--- config.mk ---
export PLATFORM = sky130hd
export DESIGN_NAME = alu_op_sequencer
export DESIGN_NICKNAME = d
export VERILOG_FILES = /design/src/rtl/alu_op_sequencer.sv
export SDC_FILE = /design/constraint.sdc
export NUM_CORES = 1
export LEC_CHECK = 0
export ABC_AREA = 1
export CAP_MARGIN = 40
export CORE_MARGIN = 2
export CORE_UTILIZATION = 50
export CTS_CLUSTER_SIZE = 12
export DETAILED_ROUTE_END_ITERATION = 10
export GPL_TIMING_DRIVEN = 0
export MAX_ROUTING_LAYER = met4
export PLACE_DENSITY = 0.83
export SLEW_MARGIN = 10
export SYNTH_ARGS = -nofsm -noshare
export SYNTH_HDL_FRONTEND = slang
export SYNTH_SLANG_ARGS = --single-unit
--- constraint.sdc ---
create_clock -name clk -period 1.85 [get_ports clk]
set_input_delay 0.37 -clock clk [delete_from_list [all_inputs] [get_ports clk]]
set_output_delay 0.37 -clock clk [all_outputs]
set_load 0.05 [all_outputs]
--- src/rtl/alu_op_sequencer.sv ---
// alu_op_sequencer: button-driven operand/opcode loader and result holder for the TP1 4-bit ALU.
// Optional per-button debounce filter is compiled in when ALU_SEQ_DEBOUNCE_EN is defined.
module alu_op_sequencer #(
  parameter int DATA_W          = 4,
  parameter int OP_W            = 6,
  parameter int DEBOUNCE_CYCLES = 500000
) (
  input  logic              clk,
  input  logic              i_rst_n,
  input  logic [OP_W-1:0]   i_sw,
  input  logic              i_btn_a,
  input  logic              i_btn_b,
  input  logic              i_btn_op,
  output logic [DATA_W-1:0] o_alu_a,
  output logic [DATA_W-1:0] o_alu_b,
  output logic [OP_W-1:0]   o_alu_op,
  input  logic [DATA_W-1:0] i_alu_result,
  output logic [DATA_W-1:0] o_leds,
  output logic              o_valid,
  output logic              o_err,
  output logic [2:0]        o_state
);

  typedef enum logic [2:0] {
    ST_LOAD_A  = 3'd0,
    ST_LOAD_B  = 3'd1,
    ST_LOAD_OP = 3'd2,
    ST_EXEC    = 3'd3,
    ST_SHOW    = 3'd4
  } state_t;

  // Opcodes the ALU actually implements; everything else is rejected.
  function automatic logic op_legal(input logic [OP_W-1:0] op);
    logic ok_s;
    case (op)
      OP_W'(6'b100000), OP_W'(6'b100010), OP_W'(6'b100100), OP_W'(6'b100101),
      OP_W'(6'b100110), OP_W'(6'b000011), OP_W'(6'b000010), OP_W'(6'b100111):
        ok_s = 1'b1;
      default:
        ok_s = 1'b0;
    endcase
    return ok_s;
  endfunction

  // Button bit order everywhere: [0] A, [1] B, [2] OP.
  logic [2:0] sync1_r;
  logic [2:0] sync2_r;
  logic [2:0] level_d_r;
  logic [2:0] level_s;
  logic [2:0] pulse_s;

  state_t            state_r, state_nxt_s;
  logic [DATA_W-1:0] alu_a_r, alu_a_nxt_s;
  logic [DATA_W-1:0] alu_b_r, alu_b_nxt_s;
  logic [OP_W-1:0]   alu_op_r, alu_op_nxt_s;
  logic [DATA_W-1:0] leds_r, leds_nxt_s;
  logic              valid_r, valid_nxt_s;
  logic              err_r, err_nxt_s;
  logic [2:0]        state_vec_r, state_vec_nxt_s;

  // Two-flop synchronizer plus delayed copy of the conditioned level for edge detection.
  always_ff @(posedge clk or negedge i_rst_n) begin
    if (!i_rst_n) begin
      sync1_r   <= 3'b000;
      sync2_r   <= 3'b000;
      level_d_r <= 3'b000;
    end else begin
      sync1_r   <= {i_btn_op, i_btn_b, i_btn_a};
      sync2_r   <= sync1_r;
      level_d_r <= level_s;
    end
  end

`ifdef ALU_SEQ_DEBOUNCE_EN
  localparam int CNT_W = $clog2(DEBOUNCE_CYCLES + 1);
  localparam logic [CNT_W-1:0] CNT_LAST = CNT_W'(DEBOUNCE_CYCLES - 1);

  logic [CNT_W-1:0] db_cnt_r [3];
  logic [2:0]       db_level_r;

  // Debounce: the level follows s2 only after it has differed for DEBOUNCE_CYCLES cycles in a row.
  always_ff @(posedge clk or negedge i_rst_n) begin
    if (!i_rst_n) begin
      db_level_r <= 3'b000;
      for (int i = 0; i < 3; i++) begin
        db_cnt_r[i] <= {CNT_W{1'b0}};
      end
    end else begin
      for (int i = 0; i < 3; i++) begin
        if (sync2_r[i] != db_level_r[i]) begin
          if (db_cnt_r[i] == CNT_LAST) begin
            db_level_r[i] <= sync2_r[i];
            db_cnt_r[i]   <= {CNT_W{1'b0}};
          end else begin
            db_cnt_r[i] <= db_cnt_r[i] + CNT_W'(1);
          end
        end else begin
          db_cnt_r[i] <= {CNT_W{1'b0}};
        end
      end
    end
  end

  assign level_s = db_level_r;
`else
  assign level_s = sync2_r;
`endif

  assign pulse_s = level_s & ~level_d_r;

  // Next-state and next-output logic; pulses not meaningful in the current state are dropped.
  always_comb begin
    state_nxt_s  = state_r;
    alu_a_nxt_s  = alu_a_r;
    alu_b_nxt_s  = alu_b_r;
    alu_op_nxt_s = alu_op_r;
    leds_nxt_s   = leds_r;
    valid_nxt_s  = valid_r;
    err_nxt_s    = err_r;
    case (state_r)
      ST_LOAD_A: begin
        if (pulse_s[0]) begin
          alu_a_nxt_s = i_sw[DATA_W-1:0];
          err_nxt_s   = 1'b0;
          state_nxt_s = ST_LOAD_B;
        end else begin
          state_nxt_s = ST_LOAD_A;
        end
      end
      ST_LOAD_B: begin
        if (pulse_s[1]) begin
          alu_b_nxt_s = i_sw[DATA_W-1:0];
          state_nxt_s = ST_LOAD_OP;
        end else begin
          state_nxt_s = ST_LOAD_B;
        end
      end
      ST_LOAD_OP: begin
        if (pulse_s[2] && op_legal(i_sw)) begin
          alu_op_nxt_s = i_sw;
          err_nxt_s    = 1'b0;
          state_nxt_s  = ST_EXEC;
        end else if (pulse_s[2]) begin
          err_nxt_s   = 1'b1;
          state_nxt_s = ST_LOAD_OP;
        end else begin
          state_nxt_s = ST_LOAD_OP;
        end
      end
      ST_EXEC: begin
        // ALU inputs have been stable for a full cycle by now.
        leds_nxt_s  = i_alu_result;
        valid_nxt_s = 1'b1;
        state_nxt_s = ST_SHOW;
      end
      ST_SHOW: begin
        if (pulse_s[0]) begin
          alu_a_nxt_s = i_sw[DATA_W-1:0];
          valid_nxt_s = 1'b0;
          err_nxt_s   = 1'b0;
          state_nxt_s = ST_LOAD_B;
        end else begin
          state_nxt_s = ST_SHOW;
        end
      end
      default: begin
        state_nxt_s = ST_LOAD_A;
      end
    endcase
  end

  // One-hot status for the board LEDs, derived from the next state so it is registered with it.
  always_comb begin
    state_vec_nxt_s = 3'b000;
    case (state_nxt_s)
      ST_LOAD_A:  state_vec_nxt_s = 3'b001;
      ST_LOAD_B:  state_vec_nxt_s = 3'b010;
      ST_LOAD_OP: state_vec_nxt_s = 3'b100;
      default:    state_vec_nxt_s = 3'b000;
    endcase
  end

  // State and output registers; reset shows LOAD_A on the status LEDs.
  always_ff @(posedge clk or negedge i_rst_n) begin
    if (!i_rst_n) begin
      state_r     <= ST_LOAD_A;
      alu_a_r     <= {DATA_W{1'b0}};
      alu_b_r     <= {DATA_W{1'b0}};
      alu_op_r    <= {OP_W{1'b0}};
      leds_r      <= {DATA_W{1'b0}};
      valid_r     <= 1'b0;
      err_r       <= 1'b0;
      state_vec_r <= 3'b001;
    end else begin
      state_r     <= state_nxt_s;
      alu_a_r     <= alu_a_nxt_s;
      alu_b_r     <= alu_b_nxt_s;
      alu_op_r    <= alu_op_nxt_s;
      leds_r      <= leds_nxt_s;
      valid_r     <= valid_nxt_s;
      err_r       <= err_nxt_s;
      state_vec_r <= state_vec_nxt_s;
    end
  end

  assign o_alu_a  = alu_a_r;
  assign o_alu_b  = alu_b_r;
  assign o_alu_op = alu_op_r;
  assign o_leds   = leds_r;
  assign o_valid  = valid_r;
  assign o_err    = err_r;
  assign o_state  = state_vec_r;

endmodule

==> impl_metrics.json, run 1 <==
{
  "via_count": 991,
  "pwr-share-seq_pct": 36.9,
  "drive_above_1_share_pct": 12.8,
  "grt_pass1_vias": 1020,
  "path_cells": "dlygate4sd2_1",
  "synth_nets": 142,
  "switchingPower_mw": 1.58,
  "grt_start_max_net_pins": 36,
  "core_area_um2": 2520,
  "fin_crit_sh_pct": 95.1,
  "via_per_inst": 4.91,
  "antenna_cells": 0,
  "slowest_stage": "dfstp_2",
  "hold_viol": 0,
  "peakVddDrop_mv": 1.31,
  "max-cap-violations": 0,
  "switching_share_pct": 49.6,
  "arrival_ps": 1390,
  "status": "finished clean",
  "drt_wl_total_um": 2540,
  "grt-ovfl-total": 0,
  "antenna_found_initial": 0,
  "synth.area.top_cells": "dfrtp_1 (63%), nand2_1 (6.1%), inv_1 (5.8%)",
  "cp_max_fo": 1,
  "combPwrFrac_pct": 51.1,
  "p_int_mw": 1.61,
  "gp_congestion": 0.748,
  "post_cts_buffers": 0,
  "ios": 38,
  "required_ps": 1480,
  "setup_viol": 0,
  "wire_per_inst_um": 12.6,
  "layout_common_cells": "dfrtp_1 (34), dlygate4sd2_1 (23), nand2_1 (22)",
  "hold_buffers": 0,
  "hold_class": "in2async",
  "htreeDepth": 2,
  "first_pass_iters": 4,
  "postRouteAntennaNets": 0,
  "ys_seq_elements": 35,
  "pwr-share-clk_pct": 11.9,
  "drc": 0,
  "final_common_cell": "dfrtp_1",
  "area_growth_pct": 31.4,
  "slew-limit-headroom_pct": 51.3,
  "slew_viol_final": 0,
  "cp-start-kind": "flop",
  "p_leak_nw": 0.919,
  "yosysUniqueCellTypes": 19,
  "worst_skew_pair.late_latency_ps": 330,
  "synth_top_area_share_pct": 63.1,
  "max_freq_ghz": 0.568,
  "yosysSeqAreaShare_pct": 65.0,
  "die_h_um": 55.9,
  "cp_top_family": "flip-flops",
  "clkTransAtPathRegs_ps": 100,
  "worst_slack_ps": 90.6,
  "portBuffers": 37,
  "cts_inserted_buffers": 5,
  "grt_use_met1_pct": 21.8,
  "cts.sinks": 35,
  "crit_buf_inv": 1,
  "slowest_delay_ps": 530,
  "met3_usage_pct": 5.81,
  "drt_iter0_drc": 23,
  "synthCells": 127,
  "gr-usage-met2_pct": 31.0,
  "cts-root-buf": "clkbuf_4",
  "finalNonFillerCells": 202,
  "start_util_pct": 53.5,
  "worst_pin_slew_ps": 731,
  "skew_ps": 6.04,
  "worstSetupPathType": "reg2out",
  "fp.dieArea_um2": 3130,
  "yosys_warnings": 0,
  "cts_tree": "yes",
  "post-route-min-period_ps": 1760,
  "nets": 186,
  "busiest_layer": "met2",
  "yosys.area.top_type": "dfrtp_1",
  "power_density_nw_per_um2": 1800,
  "avgSynthCellArea_um2": 10.6,
  "synth_area_um2": 1350,
  "dpl.hpwl_um": 1930,
  "rsz0062_at_grt": "false",
  "dp.cells": 194,
  "grt_first_pass_wirelength_um": 4380,
  "clockBufferDepth": 2,
  "endpoint_kind": "output pin",
  "grt_usage_pct": 19.4,
  "num_rows": 18,
  "die_x_um": 55.9,
  "place_ws_ps": 179
}
cell usage after synthesis:
cell type	n
nor2_1	13
nand3_2	3
dfstp_2	1
o21ai_0	6
nor3_1	1
inv_1	21
a21oi_2	1
o211ai_1	1
nand2_1	22
nand3_1	6
nand2_2	1
nor2_2	1
nand4_4	1
dfrtp_1	34
nor2_4	2
a21oi_1	4
nand4_1	4
inv_2	1
mux2_2	4
cell families after synthesis:
group           after synthesis  share of synthesized area [%]
compound gates               12                           4.92
buf+inv                      22                           6.12
flops                        35                           65.0
mux                           4                           3.34
simple gates                 54                           20.6
final timing paths:
kind	start	end	slack, ps	depth (start not counted)
setup / recovery	o_state[0]$_DFF_PN1_	o_state[0]	90	1
hold / removal	i_rst_n	o_alu_a[0]$_DFFE_PN0P_	80	1
setup reg to reg	state_r[2]$_DFF_PN0_	o_alu_op[0]$_DFFE_PN0P_	570	6
hold reg to reg	sync1_r[2]$_DFF_PN0_	level_s[2]$_DFF_PN0_	350	0
max in group asynchronous	i_rst_n	level_d_r[1]$_DFF_PN0_	1300	1
min in group clk	sync1_r[2]$_DFF_PN0_	level_s[2]$_DFF_PN0_	350	0
cell type report:
class,count,area (µm²)
inverters,22,82.6
clock buffers,7,45.0
well taps,30,37.5
multi-input cells,70,389
clock inverters,1,5.00
repair buffers,37,337
fillers,207,749
flip-flops and latches,35,877
through the flow:
stage / utilization, % / hold slack, ps / area [µm²] / total power [mW] / TNS, ps
after CTS: 70.3 / 99.0 / 1770 / 3.23 / 0
after floorplan: - / 74.4 / 1350 / 2.40 / 0
after global placement: 69.6 / 334 / 1760 / 2.96 / -7270
final: 70.3 / 83.7 / 1770 / 3.19 / 0
after detailed placement: 69.4 / 335 / 1750 / 3.01 / 0
after global routing: 70.3 / 135 / 1770 / 3.39 / 0
per-layer routing:
| layer | up-vias | part of all wire, % |
|---|---|---|
| li1 | 488 | - |
| met1 | 458 | 42 |
| met2 | 39 | 49 |
| met3 | 6 | 6.5 |
| met4 | 0 | 2.6 |
| met5 | - | 0 |
what timing repair did:
action,CTS,global route
resized for setup,23,0
endpoints found under the setup margin,23,0
hold endpoints to repair,0,0
power groups by stage:
stage | clock network [mW] | registers [mW] | logic [mW]
2_1_floorplan | 0 | 2.00 | 0.406
3_3_place_gp | 0 | 1.19 | 1.76
3_5_place_dp | 0 | 1.21 | 1.80
4_1_cts | 0.397 | 1.19 | 1.65
5_1_grt | 0.429 | 1.22 | 1.73
6_report | 0.381 | 1.18 | 1.63
flip-flops by register name, summed over array words and instances, names as in the netlist, 3 cells and up:
signal	flops
sync1_r	3
o_leds	4
o_alu_op	6
o_alu_b	4
o_state	3
level_d_r	3
o_alu_a	4
level_s	3
state_r	3
No activity file was read; power rests on OpenSTA's default activity.
==> inputs of run 2 (changes only) <==
--- a/config.mk
+++ b/config.mk
@@ -7,10 +7,12 @@
 export LEC_CHECK = 0
 export ABC_AREA = 1
 export CAP_MARGIN = 40
+export CORE_ASPECT_RATIO = 1.75
 export CORE_MARGIN = 2
 export CORE_UTILIZATION = 50
 export CTS_CLUSTER_SIZE = 12
 export DETAILED_ROUTE_END_ITERATION = 10
+export GPL_ROUTABILITY_DRIVEN = 0
 export GPL_TIMING_DRIVEN = 0
 export MAX_ROUTING_LAYER = met4
 export PLACE_DENSITY = 0.83
==> run 2 against run 1 <==
Clock skew about the same. Fmax shrank 2.9%. Final area up 5.6%.
==> impl_metrics.json, run 2 (same netlist as run 1, synthesis figures left out) <==
{
  "layout_common_cells": "dfrtp_1 (34), clkdlybuf4s50_1 (24), nand2_1 (22)",
  "grt_pass1_vias": 1150,
  "required_ps": 1480,
  "setup_viol": 0,
  "cts_resized": 1,
  "worst_pin_slew_ps": 740,
  "wire_per_inst_um": 13.8,
  "worst_slack_ps": 38.8,
  "start_util_pct": 53.5,
  "slew-limit-headroom_pct": 50.7,
  "p_total_mw": 3.55,
  "fp.dieArea_um2": 3150,
  "area_growth_pct": 38.9,
  "path_cells": "clkdlybuf4s50_1",
  "reg2reg_slack_ps": 570,
  "cp-start-kind": "flop",
  "slowest_delay_ps": 810,
  "max_freq_ghz": 0.552,
  "dp.cells": 190,
  "cts-root-buf": "clkbuf_8",
  "via_count": 1025,
  "place_area_um2": 1750,
  "first_pass_iters": 4,
  "finalNonFillerCells": 198,
  "skew_ps": 6.07,
  "regToRegStartpoint": "state_r[2]$_DFF_PN0_",
  "grt_usage_pct": 21.7,
  "die_x_um": 43.3,
  "worst_r2r_endpoint": "o_alu_op[1]$_DFFE_PN0P_",
  "nets": 186,
  "drt_iter0_drc": 36,
  "drive_above_1_share_pct": 13.4,
  "hold_viol": 0,
  "fin_crit_sh_pct": 97.9,
  "arrival_ps": 1440,
  "portBuffers": 37,
  "grt_first_pass_wirelength_um": 4770,
  "grt-ovfl-total": 0,
  "hold_buffers": 0,
  "holdWs_ps": 145,
  "slew_viol_final": 0,
  "core_area_um2": 2520,
  "htreeDepth": 2,
  "clockBufferDepth": 2,
  "fill_cells": 202,
  "num_rows": 24,
  "cp_top_family": "buffers and inverters",
  "slowest_stage": "clkdlybuf4s50_1",
  "final_util_pct": 74.3,
  "peakVddDrop_mv": 1.24,
  "power_density_nw_per_um2": 1900,
  "cp_max_fo": 2,
  "status": "finished clean",
  "worst_skew_pair.late_latency_ps": 280,
  "stdcell_area_um2": 1870,
  "hold_class": "in2async",
  "post-route-min-period_ps": 1810,
  "clkTransAtPathRegs_ps": 70,
  "die_h_um": 72.7,
  "cp-endpoint": "o_alu_b[1]",
  "crit_start": "o_alu_b[1]$_DFFE_PN0P_",
  "drt_wl_total_um": 2730,
  "place_ws_ps": 150,
  "postRouteAntennaNets": 0,
  "cts_inserted_buffers": 5,
  "post_cts_buffers": 0,
  "final.setup.tns_ps": 0,
  "largest_reg_flops": 6,
  "rsz0062_at_grt": "false",
  "p_leak_nw": 1.04,
  "reg2reg_depth": 6,
  "dpl.hpwl_um": 2070,
  "ios": 38,
  "drc": 0,
  "worstSetupPathType": "reg2out",
  "grt_start_max_net_pins": 36,
  "antenna_cells": 0,
  "final_common_cell": "dfrtp_1",
  "endpoint_kind": "output pin",
  "cts.sinks": 35,
  "via_per_inst": 5.18,
  "max-cap-violations": 0,
  "crit_buf_inv": 1,
  "antenna_found_initial": 0,
  "timing.critical_path.depth": 1,
  "cts_tree": "yes"
}
==> run 2: changes by cell type in the layout (fill, tap and decap cells not counted) <==
cell and delta:
dlymetal6s2s_1 +11, clkinv_2 -1, clkbuf_8 +7, clkdlybuf4s50_1 +11, clkbuf_4 -5, dlygate4sd2_1 -22, clkbuf_1 -1
==> run 2: worst min path at each step <==
stage                         start                     end  slack, ps  cells past startpoint
2_1_floorplan               i_rst_n  level_d_r[0]$_DFF_PN0_         70                      0
3_3_place_gp   sync1_r[2]$_DFF_PN0_    level_s[2]$_DFF_PN0_        330                      0
3_5_place_dp   sync1_r[2]$_DFF_PN0_    level_s[2]$_DFF_PN0_        340                      0
4_1_cts                     i_rst_n  o_alu_a[3]$_DFFE_PN0P_        180                      1
5_1_grt                     i_rst_n    level_s[0]$_DFF_PN0_        210                      1
6_report                    i_rst_n  o_alu_a[2]$_DFFE_PN0P_        140                      1
==> run 2: routing by layer <==
layer	global-route usage (%)	up-vias	part of all wire, %
li1	-	488	-
met1	20.2	490	35
met2	38.1	39	57
met3	6.44	8	5.6
met4	11.8	0	2.8
met5	-	-	0
==> run 2: layout make-up <==
class | count | area, µm² | area share, %
Sequential cell | 35 | 877 | 46.8
Timing Repair Buffer | 37 | 392 | 20.9
Multi-Input combinational cell | 70 | 389 | 20.8
Clock buffer | 8 | 100 | 5.34
Inverter | 22 | 82.6 | 4.41
Tap cell | 26 | 32.5 | 1.74
==> run 2: power breakdown <==
| group | total, mW | switching [mW] | leakage (nW) | internal [mW] |
|---|---|---|---|---|
| logic | 1.77 | 1.21 | 0.568 | 0.565 |
| registers | 1.19 | 0.155 | 0.417 | 1.04 |
| clock network | 0.588 | 0.249 | 0.0515 | 0.339 |
==> inputs of run 3 (changes only) <==
--- a/config.mk
+++ b/config.mk
@@ -7,7 +7,6 @@
 export LEC_CHECK = 0
 export ABC_AREA = 1
 export CAP_MARGIN = 40
-export CORE_ASPECT_RATIO = 1.75
 export CORE_MARGIN = 2
 export CORE_UTILIZATION = 50
 export CTS_CLUSTER_SIZE = 12
==> results of run 3 <==
The final DEF is identical to that of run 1; final timing and power are the same.
